--- src/rtl/riscv_pkg.sv ---
// riscv_pkg: shared data-memory types and sizes for the core, loader and arbiter.
package riscv_pkg;

  localparam int XLEN      = 32;
  localparam int DMEM_SIZE = 1024;

  // Access width and sign handling requested on the data-memory port.
  typedef enum logic [2:0] {
    MEM_BYTE   = 3'd0,
    MEM_HALF   = 3'd1,
    MEM_WORD   = 3'd2,
    MEM_BYTE_U = 3'd4,
    MEM_HALF_U = 3'd5
  } mem_op_e;

  // Requester index on the data-memory arbiter.
  typedef enum logic {
    ARB_CORE = 1'b0,
    ARB_DMA  = 1'b1
  } arb_idx_e;

  // Number of bytes touched by an access; unknown encodings count as a word.
  function automatic logic [2:0] op_size(input mem_op_e op);
    case (op)
      MEM_BYTE, MEM_BYTE_U: return 3'd1;
      MEM_HALF, MEM_HALF_U: return 3'd2;
      MEM_WORD:             return 3'd4;
      default:              return 3'd4;
    endcase
  endfunction

endpackage

--- src/rtl/dmem_arb_if.sv ---
// dmem_arb_if: requester handshake, response and data-memory port bundle.
// slave = arbiter side, master = requesters and memory side.
interface dmem_arb_if;
  import riscv_pkg::*;

  logic [1:0]            req_valid;
  logic [1:0]            req_ready;
  logic [1:0][XLEN-1:0]  req_addr;
  logic [1:0][XLEN-1:0]  req_wdata;
  logic [1:0]            req_we;
  mem_op_e [1:0]         req_op;
  logic [1:0]            rsp_valid;
  logic [1:0][XLEN-1:0]  rsp_rdata;
  logic [1:0]            rsp_err;
  logic [XLEN-1:0]       m_addr;
  logic [XLEN-1:0]       m_wdata;
  logic                  m_wr_en;
  logic                  m_rd_en;
  mem_op_e               m_op;
  logic [XLEN-1:0]       m_rdata;

  modport slave (
    input  req_valid, req_addr, req_wdata, req_we, req_op, m_rdata,
    output req_ready, rsp_valid, rsp_rdata, rsp_err,
           m_addr, m_wdata, m_wr_en, m_rd_en, m_op
  );

  modport master (
    output req_valid, req_addr, req_wdata, req_we, req_op, m_rdata,
    input  req_ready, rsp_valid, rsp_rdata, rsp_err,
           m_addr, m_wdata, m_wr_en, m_rd_en, m_op
  );

endinterface

--- src/rtl/dmem_align_chk.sv ---
// dmem_align_chk: flags misaligned, out-of-range or illegal-store accesses.
module dmem_align_chk import riscv_pkg::*; (
  input  logic [XLEN-1:0] addr,
  input  mem_op_e         op,
  input  logic            we,
  output logic            fault
);

  // One extra bit so addr + size cannot wrap past the top of the address space.
  localparam logic [XLEN:0] DMEM_LIMIT = (XLEN+1)'(DMEM_SIZE);

  logic [XLEN:0] end_addr;

  // Decode alignment, store legality and range violations for this access.
  always_comb begin
    fault    = 1'b0;
    end_addr = {1'b0, addr} + {{(XLEN-2){1'b0}}, op_size(op)};
    case (op)
      MEM_BYTE:   fault = 1'b0;
      MEM_BYTE_U: fault = we;
      MEM_HALF:   fault = addr[0];
      MEM_HALF_U: fault = addr[0] | we;
      MEM_WORD:   fault = (addr[1:0] != 2'b00);
      default:    fault = 1'b1;
    endcase
    if (end_addr > DMEM_LIMIT) begin
      fault = 1'b1;
    end else begin
      fault = fault;
    end
  end

endmodule

--- src/rtl/dmem_arb.sv ---
// dmem_arb: arbitrates the core MEM stage and the DMA/loader onto one
// data-memory port with a fixed one-cycle response.
// Build option DMEM_ARB_RR_EN: round-robin on contention; otherwise the core
// has priority and a starvation counter force-grants the DMA after MAX_WAIT.
module dmem_arb import riscv_pkg::*; #(
  parameter int MAX_WAIT = 8
) (
  input logic       clk,
  input logic       reset,
  dmem_arb_if.slave bus
);

  logic [1:0]           grant;
  arb_idx_e             sel;
  logic [XLEN-1:0]      sel_addr;
  logic [XLEN-1:0]      sel_wdata;
  logic                 sel_we;
  mem_op_e              sel_op;
  logic                 fault;
  logic                 good_load;
  logic [1:0]           rsp_valid_r;
  logic [1:0]           rsp_err_r;
  logic [1:0][XLEN-1:0] rsp_rdata_r;

`ifdef DMEM_ARB_RR_EN
  arb_idx_e last_grant_r;
`else
  localparam logic [7:0] MAX_WAIT_C = 8'(MAX_WAIT);
  logic [7:0] wait_cnt_r;
`endif

  // Pick at most one valid requester; nothing is granted while in reset.
  always_comb begin
    grant = 2'b00;
    if (reset) begin
      grant = 2'b00;
    end else if (bus.req_valid == 2'b11) begin
`ifdef DMEM_ARB_RR_EN
      if (last_grant_r == ARB_CORE) grant = 2'b10;
      else                          grant = 2'b01;
`else
      if (wait_cnt_r == MAX_WAIT_C) grant = 2'b10;
      else                          grant = 2'b01;
`endif
    end else if (bus.req_valid[0]) begin
      grant = 2'b01;
    end else if (bus.req_valid[1]) begin
      grant = 2'b10;
    end else begin
      grant = 2'b00;
    end
  end

  assign sel           = grant[1] ? ARB_DMA : ARB_CORE;
  assign sel_addr      = bus.req_addr[sel];
  assign sel_wdata     = bus.req_wdata[sel];
  assign sel_we        = bus.req_we[sel];
  assign sel_op        = bus.req_op[sel];
  assign good_load     = !sel_we && !fault;
  assign bus.req_ready = grant;

  dmem_align_chk u_align_chk (
    .addr  (sel_addr),
    .op    (sel_op),
    .we    (sel_we),
    .fault (fault)
  );

  // Present the accepted request to memory; enables only for legal accesses.
  always_comb begin
    bus.m_addr  = '0;
    bus.m_wdata = '0;
    bus.m_op    = MEM_BYTE;
    bus.m_rd_en = 1'b0;
    bus.m_wr_en = 1'b0;
    if (grant != 2'b00) begin
      bus.m_addr  = sel_addr;
      bus.m_wdata = sel_wdata;
      bus.m_op    = sel_op;
      bus.m_rd_en = !sel_we && !fault;
      bus.m_wr_en = sel_we && !fault;
    end else begin
      bus.m_rd_en = 1'b0;
    end
  end

  // One-cycle response pipeline; read data holds between responses.
  always_ff @(posedge clk or posedge reset) begin
    if (reset) begin
      rsp_valid_r <= 2'b00;
      rsp_err_r   <= 2'b00;
      rsp_rdata_r <= '0;
    end else begin
      rsp_valid_r <= grant;
      rsp_err_r   <= grant & {2{fault}};
      for (int i = 0; i < 2; i++) begin
        if (grant[i]) rsp_rdata_r[i] <= good_load ? bus.m_rdata : '0;
        else          rsp_rdata_r[i] <= rsp_rdata_r[i];
      end
    end
  end

  assign bus.rsp_valid = rsp_valid_r;
  assign bus.rsp_err   = rsp_err_r;
  assign bus.rsp_rdata = rsp_rdata_r;

`ifdef DMEM_ARB_RR_EN
  // Remember the last winner so contention alternates between requesters.
  always_ff @(posedge clk or posedge reset) begin
    if (reset)              last_grant_r <= ARB_CORE;
    else if (grant != 2'b00) last_grant_r <= sel;
    else                    last_grant_r <= last_grant_r;
  end
`else
  // Count consecutive DMA denials, saturating where the DMA gets forced in.
  always_ff @(posedge clk or posedge reset) begin
    if (reset)                                wait_cnt_r <= 8'd0;
    else if (!bus.req_valid[1] || grant[1])   wait_cnt_r <= 8'd0;
    else if (wait_cnt_r != MAX_WAIT_C)        wait_cnt_r <= wait_cnt_r + 8'd1;
    else                                      wait_cnt_r <= wait_cnt_r;
  end
`endif

endmodule

--- src/flat_wrapper.sv ---
// flat-port wrapper written by rule: the top's interface ports become plain ports
module dmem_arb_flat import riscv_pkg::*;
#(
  parameter int MAX_WAIT = 8
)
  (clk, reset, bus_req_valid, bus_req_addr, bus_req_wdata, bus_req_we, bus_req_op, bus_m_rdata, bus_req_ready, bus_rsp_valid, bus_rsp_rdata, bus_rsp_err, bus_m_addr, bus_m_wdata, bus_m_wr_en, bus_m_rd_en, bus_m_op);
  dmem_arb_if bus_i ();
  input logic clk;
  input logic reset;
  input wire logic [$bits(bus_i.req_valid)-1:0] bus_req_valid;
  input wire logic [$bits(bus_i.req_addr)-1:0] bus_req_addr;
  input wire logic [$bits(bus_i.req_wdata)-1:0] bus_req_wdata;
  input wire logic [$bits(bus_i.req_we)-1:0] bus_req_we;
  input wire logic [$bits(bus_i.req_op)-1:0] bus_req_op;
  input wire logic [$bits(bus_i.m_rdata)-1:0] bus_m_rdata;
  output wire logic [$bits(bus_i.req_ready)-1:0] bus_req_ready;
  output wire logic [$bits(bus_i.rsp_valid)-1:0] bus_rsp_valid;
  output wire logic [$bits(bus_i.rsp_rdata)-1:0] bus_rsp_rdata;
  output wire logic [$bits(bus_i.rsp_err)-1:0] bus_rsp_err;
  output wire logic [$bits(bus_i.m_addr)-1:0] bus_m_addr;
  output wire logic [$bits(bus_i.m_wdata)-1:0] bus_m_wdata;
  output wire logic [$bits(bus_i.m_wr_en)-1:0] bus_m_wr_en;
  output wire logic [$bits(bus_i.m_rd_en)-1:0] bus_m_rd_en;
  output wire logic [$bits(bus_i.m_op)-1:0] bus_m_op;
  assign bus_i.req_valid = bus_req_valid;
  assign bus_i.req_addr = bus_req_addr;
  assign bus_i.req_wdata = bus_req_wdata;
  assign bus_i.req_we = bus_req_we;
  assign bus_i.req_op = bus_req_op;
  assign bus_i.m_rdata = bus_m_rdata;
  assign bus_req_ready = bus_i.req_ready;
  assign bus_rsp_valid = bus_i.rsp_valid;
  assign bus_rsp_rdata = bus_i.rsp_rdata;
  assign bus_rsp_err = bus_i.rsp_err;
  assign bus_m_addr = bus_i.m_addr;
  assign bus_m_wdata = bus_i.m_wdata;
  assign bus_m_wr_en = bus_i.m_wr_en;
  assign bus_m_rd_en = bus_i.m_rd_en;
  assign bus_m_op = bus_i.m_op;
  dmem_arb #(.MAX_WAIT(MAX_WAIT)) u_core (.clk(clk), .reset(reset), .bus(bus_i));
endmodule
--- config.mk ---
export PLATFORM = sky130hd
export DESIGN_NAME = dmem_arb_flat
export DESIGN_NICKNAME = d
export VERILOG_FILES = /design/src/rtl/riscv_pkg.sv /design/src/rtl/dmem_arb_if.sv /design/src/rtl/dmem_align_chk.sv /design/src/rtl/dmem_arb.sv /design/src/flat_wrapper.sv
export SDC_FILE = /design/constraint.sdc
export NUM_CORES = 1
export LEC_CHECK = 0
export BUFFER_PORTS_ARGS = -buffer_cell sky130_fd_sc_hd__buf_4
export CORE_AREA = 5 5 121 123
export CTS_CLUSTER_DIAMETER = 120
export CTS_CLUSTER_SIZE = 30
export DETAILED_ROUTE_END_ITERATION = 7
export DIE_AREA = 0 0 126 128
export PLACE_DENSITY = 0.93
export SLEW_MARGIN = 20
export SYNTH_ARGS = -nofsm -noshare
export SYNTH_HDL_FRONTEND = slang
export SYNTH_SLANG_ARGS = --single-unit
--- constraint.sdc ---
create_clock -name clk -period 6.5 [get_ports clk]
set_input_delay 0.325 -clock clk [delete_from_list [all_inputs] [get_ports clk]]
set_output_delay 0.325 -clock clk [all_outputs]
set_load 0.01 [all_outputs]
* Word level (Yosys, flattened, before mapping)
Index checks and enable logic that the tools add are counted.
** Storage, ports and cells
- Output and inout port bits :: 139
- Register bits after elaboration :: 76
- RAM bits :: 0
- Memories :: 0
- Latch bits :: 0
- Logic and storage cells :: 55
- Input port bits :: 172
- Memory bits (read-only) :: 0
** Operators by class
- Magnitude comparators :: 2
- Divide/modulo/power cells :: 0
- Eq/ne operators :: 7
- Mux-type cells :: 25
- $add $sub $neg :: 2
- Multiply operators :: 0
- Bitwise operators :: 2
- Shift operators :: 0
- Reduce and logical (&&, ||, !) cells :: 12
** Operators with widths (number)
- 2-to-1 mux 32 bit :: 7
- adder 32 x 3 -> 33 bit :: 1
- > comparator 33 x 11 -> 1 bit, second input constant :: 1
- 2-to-1 mux 8 bit :: 2
- 2-to-1 mux 2 bit :: 5
- 2-to-1 mux 3 bit :: 3
- adder 8 x 1 -> 8 bit, second input constant :: 1
- equality test 8 x 4 -> 1 bit, second input constant :: 1
- != test 8 x 4 -> 1 bit, second input constant :: 1
- equality test 3 bit, second input constant :: 2
- 2-to-1 mux 1 bit :: 6
- one-hot mux 3 bit (2 select lines) :: 1
- nonzero test 2 bit :: 3
- one-hot mux 1 bit (5 select lines) :: 1
- OR reduction 2 bit :: 2
- equality test 3 x 1 -> 1 bit, second input constant :: 1
- equality test 3 x 2 -> 1 bit, second input constant :: 1
- logical NOT 1 bit :: 3
- logical NOT 3 bit :: 1
- bitwise AND 2 bit :: 1
- equality test 2 bit, second input constant :: 1
- logical AND 1 bit :: 2
- < comparator 1 x 2 -> 1 bit, second input constant :: 1
- logical OR 1 bit :: 1
- bitwise OR 1 bit :: 1

* Logic depth before layout (Yosys ltp)
- Depth after elaboration :: 16
- Mapped depth :: 25
- Gate-level depth less buffers :: 19

* By module
A second synthesis with hierarchy kept.
** Second synthesis, totals
- Cell total of the unflattened synthesis :: 740
- Area, all modules :: 5386.4 um^2
** Modules (own cells, without submodules)
- dmem_arb :: seq. area each 1901.8 um^2, cells each 624, instances 1, area an instance 4584.4 um^2
- dmem_align_chk :: seq. area each 0.0 um^2, cells each 116, instances 1, area an instance 802.0 um^2

* Worst setup path before layout
OpenSTA, ideal clock, no wires.
- Path kind :: reg2out
- From :: reg u_core.wait_cnt_r[0]
- To :: out bus_m_wr_en
- Slack :: 0.977 ns
- Cell stages (with the launch flop) :: 24
- Arrival time :: 5.198 ns
- Required time :: 6.175 ns
- Path buffers :: 6
- Cell sequence :: dfrtp_1 > inv_1 > ha_1 > or3b_2 > o21ai_4 > nand2_4 > clkbuf_1 > buf_1 > clkbuf_1 > clkbuf_1 > nand2_1 > nand2_1 > ha_1 > a21oi_1 > and2_1 > clkbuf_1 > nor4_1 > a211oi_1 > nor3_1 > o311ai_0 > nor4_1 > o211ai_1 > buf_4 > nor4_1
** On the way
- Cells in the longest elaborated chain, start to end :: 16
- Elaborated cells on any way between the ends :: 29
- Those cells by class :: 1 x add/sub; 1 x order compare; 5 x eq/ne; 14 x mux; 1 x bitwise; 7 x reduce/logical
** RTL lines
- start, declared :: RTL line dmem_arb.sv:29 : logic [7:0] wait_cnt_r;
- start signal, assigned :: RTL line dmem_arb.sv:119 : else if (wait_cnt_r != MAX_WAIT_C) wait_cnt_r <= wait_cnt_r + 8'd1;
- start signal, assigned :: RTL line dmem_arb.sv:120 : else wait_cnt_r <= wait_cnt_r;
- equality test 8 x 4 -> 1 bit (*) :: RTL line dmem_arb.sv:42 : if (wait_cnt_r == MAX_WAIT_C) grant = 2'b10;
- 2-to-1 mux 2 bit (*) :: RTL line dmem_arb.sv:42
- 2-to-1 mux 2 bit (*) :: RTL line dmem_arb.sv:37 : end else if (bus.req_valid == 2'b11) begin
- 2-to-1 mux 2 bit (*) :: RTL line dmem_arb.sv:35 : if (reset) begin
- 2-to-1 mux 1 bit :: RTL line dmem_arb.sv:54 : assign sel = grant[1] ? ARB_DMA : ARB_CORE;
- 2-to-1 mux 3 bit (not written as such) (2 in a row) :: RTL line dmem_arb.sv:58 : assign sel_op = bus.req_op[sel];
- equality test 3 bit (tied with other cells) :: RTL line riscv_pkg.sv:24, dmem_align_chk.sv:18
- OR reduction 2 bit :: RTL line riscv_pkg.sv:24 : case (op)
- one-hot mux 3 bit (2 select lines) :: RTL line riscv_pkg.sv:24
- adder 32 x 3 -> 33 bit :: RTL line dmem_align_chk.sv:17 : end_addr = {1'b0, addr} + {{(XLEN-2){1'b0}}, op_size(op)};
- > comparator 33 x 11 -> 1 bit :: RTL line dmem_align_chk.sv:26 : if (end_addr > DMEM_LIMIT) begin
- 2-to-1 mux 1 bit :: RTL line dmem_align_chk.sv:26
- logical NOT 1 bit :: RTL line dmem_arb.sv:81 : bus.m_wr_en = sel_we && !fault;
- logical AND 1 bit :: RTL line dmem_arb.sv:81
- 2-to-1 mux 1 bit (*) :: RTL line dmem_arb.sv:76 : if (grant != 2'b00) begin
- end, declared :: RTL line flat_wrapper.sv:22 : output wire logic [$bits(bus_i.m_wr_en)-1:0] bus_m_wr_en;
Every way passes the cells marked *; elsewhere a longest branch is shown, timed or not. The select of a mux whose other input is x is not followed.

* Worst setup path after layout
Same ends and word-level chain as after synthesis.

==> parameters.txt <==
Parameter                              Value

Cells and area
  Area of the multi-input gates    between 3000 and 4000 sq um
  Share of layout cells above drive strength 1    roughly 35%
  Layout Utilization    65.6%
  FF/Latch Area    between 1500 and 2000 sq um
  ANT cells    0
  Layout Cells excl Fill    approximately 1300
  Final std cell area, no fill    8900 sq um
  Final net count    around 1300
  Layout area overhead    44.1%
  Fill cells    1132

STA
  Final Max Tran Viols    0
  Slack of the critical path    slightly above 400 ps
  RSZ-0062 raised after global routing    no
  Rel. slew slack    between 40% and 50%
  Maximum clock frequency    0.164 GHz
  Setup Viol. Count Final    0
  Fin crit share    93.7%
  Minimum clock period    approximately 6000 ps
  Hold violation total from the final report    0
  Max Clock Skew    7.94 ps
  Post-Route Hold Slack    between 100 and 150 ps
  Post-route setup TNS    0 ps
  Actual slew at the worst max-slew pin    between 800 and 900 ps

Logic synthesis
  Biggest area contributors in the synthesized netlist    sky130_fd_sc_hd__dfrtp_1, sky130_fd_sc_hd__nand2_1, sky130_fd_sc_hd__nand3_1
  Proportion of synthesized chip area in sequential cells    a little under a third
  Syn Area/Cell    roughly 7.5 sq um
  Primary FF master, synth    sky130_fd_sc_hd__dfrtp_1
  Netlist Area Pre-Place    approximately 6200 sq um
  Number of distinct library cell variants in the gate-level netlist after synthesis    between 60 and 70
  Synth Net Count    around 1000
  Count leader, synth    sky130_fd_sc_hd__nand2_1
  Post-synth EDFFs    0
  Flip-flop and latch count after synthesis    76
  Count of yosys warnings during synthesis    0
  Synth area leader    sky130_fd_sc_hd__dfrtp_1
  Share of the synthesized area in the top cell type    between 30% and 40%
  Synth async-reset ratio    between 90% and 100%
  List of most frequent post-synthesis cells    sky130_fd_sc_hd__nand2_1, sky130_fd_sc_hd__nand3_1, sky130_fd_sc_hd__dfrtp_1
  Cell count after synthesis    823

CTS
  Max Buffers Root-to-Sink    2
  Root Driver    sky130_fd_sc_hd__clkbuf_16
  Clock Sink Count    76
  Clock Latency Late Sink    330 ps
  CTS tree    done
  Clk slew on worst S/H paths    ~60 ps
  Number of CTS-inserted buffers    9
  CTS HTree Levels    3

Place
  Worst slack after detailed placement    between 200 and 300 ps
  Post-placement cell count    around 1300
  GPL Wtd Cong    ~1.0
  Post-DP HPWL    ~19000 um
  Placed inst area    8530 sq um
  Total of buffers placed on input and output ports    310

Power
  Power density over the cells    ~160 nW/um^2
  Leakage component of the power    between 4 and 5 nW
  Maximum vdd ir drop    ~0.00016 V
  Overall power after layout    1.38 mW

Flow run
  Max cap viols    0

Setup path
  Type of the worst setup path    flop to output port
  Number of cells on the worst reg-to-reg path    20
  Data arrival time of the critical path    ~5800 ps
  Launching element type of the critical path    flop
  Minimum setup slack among reg-to-reg paths    720 ps
  Kind of end point of the critical path    output port
  Required time at the worst-slack endpoint    ~6000 ps
  End of the worst register-to-register path    u_core.bus.rsp_rdata[51]
  Crit path max fanout    65
  R2R Path Start    u_core.wait_cnt_r[0]

Detailed routing
  Final routed wirelength across all metal layers    approximately 25000 um
  Total via count in the routed design    ~7700
  Wire per inst    between 15 and 20 um
  Post-route ant nets    0
  First-pass iteration count of the detailed router    6
  Routed via count divided by cell count    6.02
  Number of DRC violations after detailed-routing iteration 0    between 1000 and 1500
  Remaining DRCs    0

GRT
  Wire length of the first global-routing pass    ~38000 um
  Combined global-route utilization of all metal layers    between 20% and 30%
  Pin count of the biggest net entering global routing    83
  Initial antenna violation count    0
  Vias in the first global route    7429
  Total grt overflow    0

Floorplan
  Die area    around 16000 sq um
  Top-level I/O count    about 310
  Die width    approximately 130 um
  Placement row count    43
  Placeable core region    13600 sq um
  Die boundary height    approximately 130 um
  Effective utilization at floorplan    between 40 and 50%

Run status
  Result of the run    completed

Min path
  Path type of the worst min-delay path    input pin to asynchronous set/reset pin
worst max path at each step:
stage | start | to | slack [ps]
6_report | u_core.wait_cnt_r[0] | bus_m_wr_en | 410
5_1_grt | u_core.wait_cnt_r[0] | bus_m_wr_en | 4
4_1_cts | u_core.wait_cnt_r[0] | bus_m_wr_en | 10
3_5_place_dp | u_core.wait_cnt_r[0] | u_core.bus.rsp_rdata[51] | 270
3_3_place_gp | u_core.wait_cnt_r[0] | u_core.bus.rsp_rdata[51] | 630
2_1_floorplan | u_core.wait_cnt_r[0] | bus_m_wr_en | 980
worst max-delay path: stages (launching register included):
cell and delay, ps:
sky130_fd_sc_hd__dfrtp_1 420, sky130_fd_sc_hd__inv_1 110, sky130_fd_sc_hd__ha_1 150, sky130_fd_sc_hd__or3b_2 510, sky130_fd_sc_hd__o21ai_4 210, sky130_fd_sc_hd__nand2_4 170
sky130_fd_sc_hd__clkinv_4 210, sky130_fd_sc_hd__mux2i_1 300, sky130_fd_sc_hd__and2_1 170, sky130_fd_sc_hd__ha_1 180, sky130_fd_sc_hd__fa_1 250, sky130_fd_sc_hd__a21oi_1 200
sky130_fd_sc_hd__nor4b_4 420, sky130_fd_sc_hd__nand4_1 150, sky130_fd_sc_hd__o21ai_2 280, sky130_fd_sc_hd__or3_1 180, sky130_fd_sc_hd__o311ai_0 130, sky130_fd_sc_hd__nor4_1 310
sky130_fd_sc_hd__buf_4 170, sky130_fd_sc_hd__o211ai_1 100, sky130_fd_sc_hd__buf_6 290, sky130_fd_sc_hd__nor4_1 330, sky130_fd_sc_hd__buf_4 170
power by group:
| group | switching (mW) | internal, mW | total [mW] |
|---|---|---|---|
| Sequential | 0.00225 | 0.476 | 0.478 |
| Clock | 0.196 | 0.346 | 0.543 |
| Combinational | 0.206 | 0.157 | 0.363 |
| Total | 0.405 | 0.979 | 1.38 |
flip-flops by register name, indices dropped and copies added (netlist names):
register	count
u_core.wait_cnt_r	8
u_core.bus.rsp_rdata	64
u_core.bus.rsp_valid	2
u_core.bus.rsp_err	2
layout by cell type, fill, tap and decap left out, types with 3 or more instances in the layout:
cell type and instances:
sky130_fd_sc_hd__inv_1 6, sky130_fd_sc_hd__or3_1 8, sky130_fd_sc_hd__o31ai_1 42, sky130_fd_sc_hd__o21ai_0 7, sky130_fd_sc_hd__nand4b_1 4, sky130_fd_sc_hd__nor3_1 21, sky130_fd_sc_hd__buf_4 322, sky130_fd_sc_hd__nand3_1 92
sky130_fd_sc_hd__o41ai_1 4, sky130_fd_sc_hd__a21oi_1 69, sky130_fd_sc_hd__ha_1 5, sky130_fd_sc_hd__nor2_1 39, sky130_fd_sc_hd__a31oi_1 6, sky130_fd_sc_hd__o31ai_2 23, sky130_fd_sc_hd__nand4_1 18, sky130_fd_sc_hd__xor2_1 16
sky130_fd_sc_hd__xnor2_1 12, sky130_fd_sc_hd__dfrtp_1 76, sky130_fd_sc_hd__clkbuf_16 9, sky130_fd_sc_hd__and3_1 5, sky130_fd_sc_hd__nand2_1 210, sky130_fd_sc_hd__and2_1 3, sky130_fd_sc_hd__nor4_1 9, sky130_fd_sc_hd__or4_1 3
sky130_fd_sc_hd__mux2i_1 20, sky130_fd_sc_hd__and4_1 6, sky130_fd_sc_hd__a211oi_1 4, sky130_fd_sc_hd__o211ai_1 4
cell type report:
cell class | instances | area share, %
clock buffer | 10 | 2.69
clock inverter | 5 | 0.956
inverter | 8 | 0.408
multi-input combinational | 675 | 44.5
sequential | 76 | 21.4
tap | 180 | 2.53
timing repair buffer | 324 | 27.5
timing repair:
| action | 4_1_cts | 5_1_grt |
|---|---|---|
| setup buffers | 0 | 1 |
| hold buffers | 0 | 0 |
| setup endpoints to repair | 0 | 44 |
| resized for setup | 0 | 4 |
| hold endpoints to repair | 0 | 0 |
layer usage:
layer | vias to the layer above | track usage, % | share of wire (%)
met5 | - | 0 | 0
met2 | 491 | 51.6 | 51
li1 | 3521 | - | -
met4 | 0 | 13.2 | 4.1
met1 | 3606 | 34.2 | 36
met3 | 80 | 5.21 | 8.4
kinds of logic after synthesis:
kind of cell | after synthesis | synth area share (%)
simple gates | 434 | 32.6
compound gates | 187 | 22.4
flops | 76 | 30.8
buf+inv | 72 | 5.70
xor+xnor | 28 | 3.97
mux | 20 | 3.24
fa+ha+maj | 6 | 1.34
No activity file was read; power rests on OpenSTA's default activity.
